**src/rtl/ram_pkg.sv**
```systemverilog
`default_nettype none
// ============================================================================
// Module      : ram_pkg
// Description : Definitions shared by ram_loader and the RAM it feeds.
//               - RAM command encodings: LOCK / READ / WRITE
//               - word, byte, address and counter widths
//               - loader FSM state encoding
//               - put_byte(): inserts one byte into a word at a byte index
// Revision    : 1.0 - initial release
// ============================================================================
package ram_pkg;

    localparam int c_BYTE_W         = 8;
    localparam int c_BYTES_PER_WORD = 16;
    localparam int c_WORD_W         = c_BYTE_W * c_BYTES_PER_WORD;
    localparam int c_ADDR_W         = 8;
    localparam int c_CNT_W          = 4;

    // RAM command bus encoding.
    typedef enum logic [1:0] {
        RW_LOCK  = 2'd0,
        RW_READ  = 2'd1,
        RW_WRITE = 2'd2
    } rw_cmd_e;

    // Loader state encoding.
    typedef enum logic [1:0] {
        ST_FILL   = 2'd0,
        ST_COMMIT = 2'd1,
        ST_DONE   = 2'd2
    } ldr_state_e;

    // Places byte b at byte lane idx of word. Lane k occupies
    // bits [8k+7:8k], so RAM byte address k maps to lane k.
    function automatic logic [c_WORD_W-1:0] put_byte(
        input logic [c_WORD_W-1:0] word,
        input logic [c_CNT_W-1:0]  idx,
        input logic [c_BYTE_W-1:0] b
    );
        logic [c_WORD_W-1:0] word_o;
        word_o = word;
        word_o[{idx, 3'b000} +: c_BYTE_W] = b;
        return word_o;
    endfunction

endpackage : ram_pkg
`default_nettype wire

```
**src/rtl/ram_loader.sv**
```systemverilog
`default_nettype none
// ============================================================================
// Module      : ram_loader
// Description : Collects a byte stream into 128-bit words and commits each
//               word to a RAM with a single-cycle Write command. Between
//               commits, consumer reads are forwarded to the RAM.
//
//               Configuration macro: RAM_LOADER_PAD_EN
//                 defined   : a frame ended early by in_last is zero-padded
//                             in its unfilled upper bytes and committed.
//                 undefined : a short frame is discarded and err is set.
//
// Ports       : clk        - rising-edge clock
//               rst_n      - synchronous active-low reset
//               in_valid   - upstream byte valid
//               in_data    - upstream byte [7:0]
//               in_last    - last byte of frame (qualified by in_valid)
//               in_ready   - loader can accept a byte (FILL state only)
//               rd_req     - consumer read request
//               rd_addr    - consumer read address [7:0]
//               rd_gnt     - read forwarded to RAM this cycle
//               rw         - RAM command (LOCK=0, READ=1, WRITE=2)
//               addr       - RAM byte address [7:0]
//               wdata      - RAM write word [127:0]
//               frame_done - one-cycle pulse after a word is committed
//               err        - sticky short-frame flag, cleared by reset
// Revision    : 1.0 - initial release
// ============================================================================
module ram_loader
    import ram_pkg::*;
(
    input  logic                clk,
    input  logic                rst_n,
    input  logic                in_valid,
    input  logic [c_BYTE_W-1:0] in_data,
    input  logic                in_last,
    output logic                in_ready,
    input  logic                rd_req,
    input  logic [c_ADDR_W-1:0] rd_addr,
    output logic                rd_gnt,
    output logic [1:0]          rw,
    output logic [c_ADDR_W-1:0] addr,
    output logic [c_WORD_W-1:0] wdata,
    output logic                frame_done,
    output logic                err
);

    // ------------------------------------------------------------------
    // State and datapath registers
    // ------------------------------------------------------------------
    ldr_state_e          r_state_q,      w_state_d;
    logic [c_CNT_W-1:0]  r_cnt_q,        w_cnt_d;
    logic [c_WORD_W-1:0] r_buf_q,        w_buf_d;
    logic                r_err_q,        w_err_d;
    logic                r_in_ready_q,   w_in_ready_d;
    logic                r_frame_done_q, w_frame_done_d;

    logic                w_accept;
    logic                w_full;
    logic                w_commit;

    // in_ready is a registered decode of the state, so the handshake
    // only depends on flops.
    assign w_accept = in_valid & r_in_ready_q;
    assign w_full   = (r_cnt_q == c_CNT_W'(c_BYTES_PER_WORD - 1));
    assign w_commit = (r_state_q == ST_COMMIT);

    // ------------------------------------------------------------------
    // Next-state logic
    // ------------------------------------------------------------------
    always_comb begin
        w_state_d = r_state_q;
        w_cnt_d   = r_cnt_q;
        w_buf_d   = r_buf_q;
        w_err_d   = r_err_q;

        case (r_state_q)
            ST_FILL: begin
                if (w_accept) begin
                    w_buf_d = put_byte(r_buf_q, r_cnt_q, in_data);
                    w_cnt_d = r_cnt_q + 1'b1;
                    // A 16th byte always ends the frame normally, even
                    // when it also carries in_last.
                    if (w_full) begin
                        w_state_d = ST_COMMIT;
                    end else if (in_last) begin
`ifdef RAM_LOADER_PAD_EN
                        // Upper lanes are still zero: the buffer is cleared
                        // on every entry to FILL, so padding is implicit.
                        w_state_d = ST_COMMIT;
`else
                        // Short frame: drop it and flag the error.
                        w_buf_d   = '0;
                        w_cnt_d   = '0;
                        w_err_d   = 1'b1;
`endif
                    end
                end
            end
            ST_COMMIT: begin
                w_state_d = ST_DONE;
            end
            ST_DONE: begin
                w_state_d = ST_FILL;
                w_buf_d   = '0;
                w_cnt_d   = '0;
            end
            default: begin
                w_state_d = ST_FILL;
                w_buf_d   = '0;
                w_cnt_d   = '0;
            end
        endcase

        w_in_ready_d   = (w_state_d == ST_FILL);
        w_frame_done_d = (w_state_d == ST_DONE);
    end

    // ------------------------------------------------------------------
    // Registers
    // ------------------------------------------------------------------
    always_ff @(posedge clk) begin
        if (!rst_n) begin
            r_state_q      <= ST_FILL;
            r_cnt_q        <= '0;
            r_buf_q        <= '0;
            r_err_q        <= 1'b0;
            r_in_ready_q   <= 1'b1;
            r_frame_done_q <= 1'b0;
        end else begin
            r_state_q      <= w_state_d;
            r_cnt_q        <= w_cnt_d;
            r_buf_q        <= w_buf_d;
            r_err_q        <= w_err_d;
            r_in_ready_q   <= w_in_ready_d;
            r_frame_done_q <= w_frame_done_d;
        end
    end

    // ------------------------------------------------------------------
    // RAM command mux: the commit cycle owns the RAM; a read request
    // arriving then is refused and must be retried by the consumer.
    // ------------------------------------------------------------------
    always_comb begin
        rw     = RW_LOCK;
        addr   = '0;
        rd_gnt = 1'b0;
        if (w_commit) begin
            rw = RW_WRITE;
        end else if (rd_req) begin
            rw     = RW_READ;
            addr   = rd_addr;
            rd_gnt = 1'b1;
        end
    end

    assign in_ready   = r_in_ready_q;
    assign frame_done = r_frame_done_q;
    assign err        = r_err_q;
    assign wdata      = r_buf_q;

endmodule : ram_loader
`default_nettype wire

```
**config.mk**
```make
export PLATFORM = sky130hd
export DESIGN_NAME = ram_loader
export DESIGN_NICKNAME = d
export VERILOG_FILES = /design/src/rtl/ram_pkg.sv /design/src/rtl/ram_loader.sv
export SDC_FILE = /design/constraint.sdc
export NUM_CORES = 1
export LEC_CHECK = 0
export ABC_CLOCK_PERIOD_IN_PS = 5700
export CAP_MARGIN = 20
export CORE_UTILIZATION = 40
export CTS_CLUSTER_DIAMETER = 200
export DETAILED_ROUTE_END_ITERATION = 8
export GPL_TIMING_DRIVEN = 0
export PLACE_DENSITY = 0.7
export SYNTH_ARGS = -nofsm -noshare
export SYNTH_HDL_FRONTEND = slang
export SYNTH_SLANG_ARGS = --single-unit
```
**constraint.sdc**
```tcl
create_clock -name clk -period 5.7 [get_ports clk]
set_input_delay 1.14 -clock clk [delete_from_list [all_inputs] [get_ports clk]]
set_output_delay 1.14 -clock clk [all_outputs]
set_load 0.01 [all_outputs]
```
Yosys cells after proc, flatten, opt, wreduce, memory -nomap -nowiden
Cells that the tools add are included.
- register bits after elaboration: 137
- output and inout bits: 142
- add/subtract/negate cells: 2
- equality and inequality tests: 4
- shift operators: 2
- muxes and demuxes: 18
- bitwise operators: 3
- reductions and logical operators: 4
- operator list (cell ; number):
    128-bit 2-to-1 mux ; 3
    128-bit case mux with 2 select lines ; 1
    128-bit bitwise mux ; 1
    8-bit by 9-bit variable shift with 128-bit output, first input constant ; 1
    8-bit by 9-bit indexed part select with 128-bit output ; 1
    8-bit 2-to-1 mux ; 2
    4-bit 2-to-1 mux ; 3
    7-bit negator with 9-bit output ; 1
    4-bit case mux with 2 select lines ; 1
    2-bit 2-to-1 mux ; 3
    4-bit by 1-bit adder with 4-bit output, second input constant ; 1
    4-bit == test, second input constant ; 1
    2-bit logical NOT ; 2
    2-bit case mux with 2 select lines ; 1
    4-bit AND reduction ; 1
    1-bit 2-to-1 mux ; 3
    2-bit by 1-bit == test with 1-bit output, second input constant ; 1
    2-bit == test, second input constant ; 1
    2-bit != test, second input constant ; 1
    1-bit NOT ; 2
    2-bit AND reduction ; 1
    1-bit AND ; 1

Depth between registers and ports, before layout
- depth in word-level cells: 7
- gate-level depth with buffers: 10

Least setup slack after synthesis
OpenSTA, ideal clock, no wires.
- kind: input to output
- start point: input rd_req
- end point: output addr[0]
- data arrival time: 1722 ps
- data required time: 4560 ps
- slack: 2838 ps
- cell stages on the path: 3
- path buffers: 1
- cell sequence: nor2b_1 clkbuf_1 and2_1
- word-level cells in the longest chain between the ends: 2
- RTL lines (what ; line ; text):
    start: declaration ; ram_loader.sv:38 ; input logic rd_req,
    8-bit 2-to-1 mux ; ram_loader.sv:150 ; end else if (rd_req) begin
    8-bit 2-to-1 mux ; ram_loader.sv:148 ; if (w_commit) begin
    end: declaration ; ram_loader.sv:42 ; output logic [c_ADDR_W-1:0] addr,
Every way passes these cells.

Worst setup path after layout
- start point: input rd_req
- end point: output addr[3]
The elaborated chain is that of the path after synthesis.

==> tab_implementation.tex <==
\begin{tabular}{lr}
\hline
Metric & Value \\
\hline
\multicolumn{2}{l}{\textbf{Setup path}} \\
\quad Cell type group with the largest total delay on the critical path & buffers and inverters \\
\quad Data arrival time of the worst path & 2.70 ns \\
\quad CP Buf/Inv Count & 3 \\
\quad Most used cell along the critical path & sky130\_fd\_sc\_hd\_\_clkdlybuf4s50\_1 \\
\quad Depth of the worst register-to-register path & 9 \\
\quad Data required time at the worst endpoint & 4.56 ns \\
\quad CP max stage delay & 0.54 ns \\
\quad Critical Path Start Type & primary input \\
\quad Slowest-stage cell, CP & sky130\_fd\_sc\_hd\_\_clkdlybuf4s50\_1 \\
\quad Path type of the worst setup path & primary input to primary output \\
\quad Critical path launch point & rd\_req \\
\quad Launch point of the worst reg-to-reg path & r\_cnt\_q[0] \\
\quad Max Fanout on Critical Path & 10 \\
\quad Worst setup slack for register-to-register paths & 2.79 ns \\
\quad Reg-to-Reg End & wdata[100] \\
\quad Endpoint type of the worst setup path & primary output \\
\quad Crit-path cells & clkdlybuf4s50\_1 -> nor2b\_1 -> clkbuf\_1 -> and2\_1 -> clkdlybuf4s50\_1 \\
\multicolumn{2}{l}{\textbf{Run}} \\
\quad Max-Cap Viols & 0 \\
\multicolumn{2}{l}{\textbf{Power and ir drop}} \\
\quad Post-layout total power & 2.09 mW \\
\quad Pleak & 2.53 nW \\
\quad Pwr dens & 273 nW/um\^{}2 \\
\quad IR drop worst, VDD & 0.218 mV \\
\multicolumn{2}{l}{\textbf{CTS}} \\
\quad Worst skew pair latency & 0.42 ns \\
\quad Maximum buffer depth of the clock tree & 2 \\
\quad Clock sink count & 136 \\
\quad Max H-tree Level & 4 \\
\quad Post-CTS Setup Inserts & 0 \\
\quad Inserted Clock Buffers & 17 \\
\quad Root buffer selected by CTS & sky130\_fd\_sc\_hd\_\_clkbuf\_16 \\
\quad Clock transition at path regs & 0.05 ns \\
\quad TritonCTS clock tree & yes \\
\quad Post\_cts resized & 0 \\
\quad Hold buffers post-CTS & 0 \\
\multicolumn{2}{l}{\textbf{Synth}} \\
\quad Xor and xnor area share after synthesis & 0\% \\
\quad Simple-gate share of the synthesized area & 18.1\% \\
\quad Largest family of logic cells by synthesized area & compound AO/OA/AOI/OAI gates \\
\quad Number of distinct library cells after synthesis & 58 \\
\quad Summed instance area of the synthesized netlist & 5360 sq um \\
\quad Warning count from the yosys run & 0 \\
\quad Post-synthesis cell count & 571 \\
\quad Most frequently used flop master after synthesis & sky130\_fd\_sc\_hd\_\_dfxtp\_1 \\
\quad Post-synthesis sequential element count & 136 \\
\quad Multiplexer fraction of the synthesized cell area & 0\% \\
\quad Proportion of synthesized chip area in sequential cells & 50.8\% \\
\quad Synthesized-area fraction occupied by ao, oa, aoi and oai cells & 25.9\% \\
\quad Number of enable-type register cells in the synthesized netlist & 0 \\
\quad Fraction of registers with async set/reset & 0\% \\
\quad Net count after synthesis & 596 \\
\quad Share of synthesized cell area in full adder, half adder and majority cells & 0.933\% \\
\quad Post-Syn Area per Cell & 9.39 sq um \\
\multicolumn{2}{l}{\textbf{Routing}} \\
\quad Via total after detailed routing & 5274 \\
\quad Number of design-rule violations left by the first detailed-router iteration & 463 \\
\quad Antenna-violating nets left & 0 \\
\quad Vias/cell & 5.69 \\
\quad Remaining DRCs & 0 \\
\quad First-pass DRT Iterations & 5 \\
\quad Average routed wire per standard cell & 19.1 um \\
\quad Total Wirelength & 17800 um \\
\multicolumn{2}{l}{\textbf{Floorplan}} \\
\quad Row count & 41 \\
\quad DIE AREA & 13900 sq um \\
\quad IO Count & 163 \\
\quad Core region area & 12800 sq um \\
\quad Width of the die & 118 um \\
\quad Chip Height & 118 um \\
\quad Starting density of the core & 41.8\% \\
\multicolumn{2}{l}{\textbf{STA}} \\
\quad Transition at the pin with the smallest max-transition slack & 0.778 ns \\
\quad Share of the clock period used by the worst path & 67.5\% \\
\quad Headroom to the max-slew limit & 48.1\% \\
\quad Accumulated negative setup slack & 0 ns \\
\quad Setup clock skew after layout & 0.00777 ns \\
\quad Number of failing hold endpoints at the final stage & 0 \\
\quad Max Clock Freq & 260 MHz \\
\quad Setup repair after global routing missed its margin & false \\
\quad Final max-slew violation count & 0 \\
\quad Post-layout min period & 3.84 ns \\
\quad Count of endpoints failing setup in the final report & 0 \\
\multicolumn{2}{l}{\textbf{Layout}} \\
\quad Commonest cells after routing, fill and taps aside & sky130\_fd\_sc\_hd\_\_clkdlybuf4s50\_1, sky130\_fd\_sc\_hd\_\_dfxtp\_1, sky130\_fd\_sc\_hd\_\_nand2\_1, sky130\_fd\_sc\_hd\_\_clkbuf\_1 \\
\quad Final net count & 771 \\
\quad Layout cell share with drive strength beyond 1 & 7.28\% \\
\quad Most frequent standard cell in the layout excluding fill and tap cells & sky130\_fd\_sc\_hd\_\_clkdlybuf4s50\_1 \\
\quad ANT cells & 0 \\
\quad Growth of design area from synthesis to finish & 42.8\% \\
\multicolumn{2}{l}{\textbf{Hold path}} \\
\quad Startpoint of the tightest hold check path & wdata[7] \\
\quad Worst hold-check path type & register to register \\
\quad Hold path cells & 1 \\
\quad WHS Endpoint & wdata[7] \\
\multicolumn{2}{l}{\textbf{Placed design}} \\
\quad Gp weighted congestion & 0.914 \\
\quad Count of buffers inserted at the top-level ports & 156 \\
\quad Total half-perimeter wirelength after legalization and detailed placement & 12700 um \\
\multicolumn{2}{l}{\textbf{Global route}} \\
\quad Met3 track utilization from global routing & 6.40\% \\
\quad Met2 Track Usage GR & 41.1\% \\
\quad Wire length of the first global-routing pass & 28200 um \\
\quad Via count of the first global-routing pass & 5224 \\
\quad Global router's overall resource usage & 26.1\% \\
\quad Initial antenna violation count & 0 \\
\quad Pin count of the biggest net entering global routing & 17 \\
\quad Global route total overflow & 0 \\
\quad Most utilized layer in the global route result & met2 \\
\quad Routing usage on met1 & 33.9\% \\
\multicolumn{2}{l}{\textbf{Outcome}} \\
\quad Status & finished clean \\
\hline
\end{tabular}
where the power goes:
| part | switching [mW] | internal, mW |
|---|---|---|
| Clock | 0.378 | 0.610 |
| Sequential | 0.00218 | 0.955 |
| Combinational | 0.0982 | 0.0450 |
cells by family after synthesis:
logic type / after synthesis
buf+inv: 53
compound gates: 191
simple gates: 187
flops: 136
fa+ha+maj: 4
synthesized netlist by cell type, types with 8 or more instances:
cell type | count | share of area (%)
sky130_fd_sc_hd__a31oi_1 | 9 | 1.0
sky130_fd_sc_hd__nand3_1 | 21 | 2.0
sky130_fd_sc_hd__nand2_1 | 66 | 4.6
sky130_fd_sc_hd__o21ai_0 | 13 | 1.2
sky130_fd_sc_hd__a22oi_1 | 20 | 2.8
sky130_fd_sc_hd__buf_2 | 8 | 0.75
sky130_fd_sc_hd__nor2_1 | 36 | 2.5
sky130_fd_sc_hd__o22ai_1 | 31 | 3.6
sky130_fd_sc_hd__a22o_1 | 9 | 1.5
sky130_fd_sc_hd__clkbuf_1 | 32 | 2.2
sky130_fd_sc_hd__dfxtp_1 | 136 | 51
sky130_fd_sc_hd__inv_1 | 9 | 0.63
sky130_fd_sc_hd__o2bb2ai_1 | 23 | 3.8
sky130_fd_sc_hd__and2_1 | 13 | 1.5
sky130_fd_sc_hd__a32o_1 | 22 | 4.1
sky130_fd_sc_hd__a21oi_1 | 36 | 3.4
routing by layer:
metal / part of all wire, % / wire length (um) / vias to the layer above
met5: 0 / 0 / -
met4: 2.4 / 418 / 0
met1: 44 / 7850 / 2539
met2: 47 / 8270 / 230
li1: - / - / 2474
met3: 6.8 / 1210 / 31
state kept, by name, summed over array words and instances, names as in the netlist:
register / flops
err: 1
in_ready: 1
r_cnt_q: 4
r_state_q: 2
wdata: 128
metrics by stage:
step	instance area [sq um]	utilization, %	hold slack, ns	worst slack, ns	cells
after floorplan	5360	-	0.480	2.84	571
after global placement	7140	55.7	0.450	1.91	899
after detailed placement	7140	55.7	0.447	1.86	899
after CTS	7660	59.7	0.468	1.86	927
after global routing	7660	59.7	0.477	1.74	927
final	7660	59.7	0.466	1.86	927
cell type report:
cell class,instances,area (sq um)
Timing Repair Buffer,156,1560
Sequential cell,136,2720
Buffer,44,198
Clock buffer,24,472
Fill cell,1149,5160
Clock inverter,4,47.5
Inverter,9,33.8
Multi-Input combinational cell,382,2410
Tap cell,172,215
worst max path at each step:
stage,end,slack (ns),cells past startpoint
floorplan,addr[0],2.84,3
global placement,addr[4],1.91,5
detailed placement,addr[3],1.86,5
CTS,addr[3],1.86,5
global route,addr[3],1.74,5
finish,addr[3],1.86,5
Note: power is estimated with default switching activity, not from simulation.
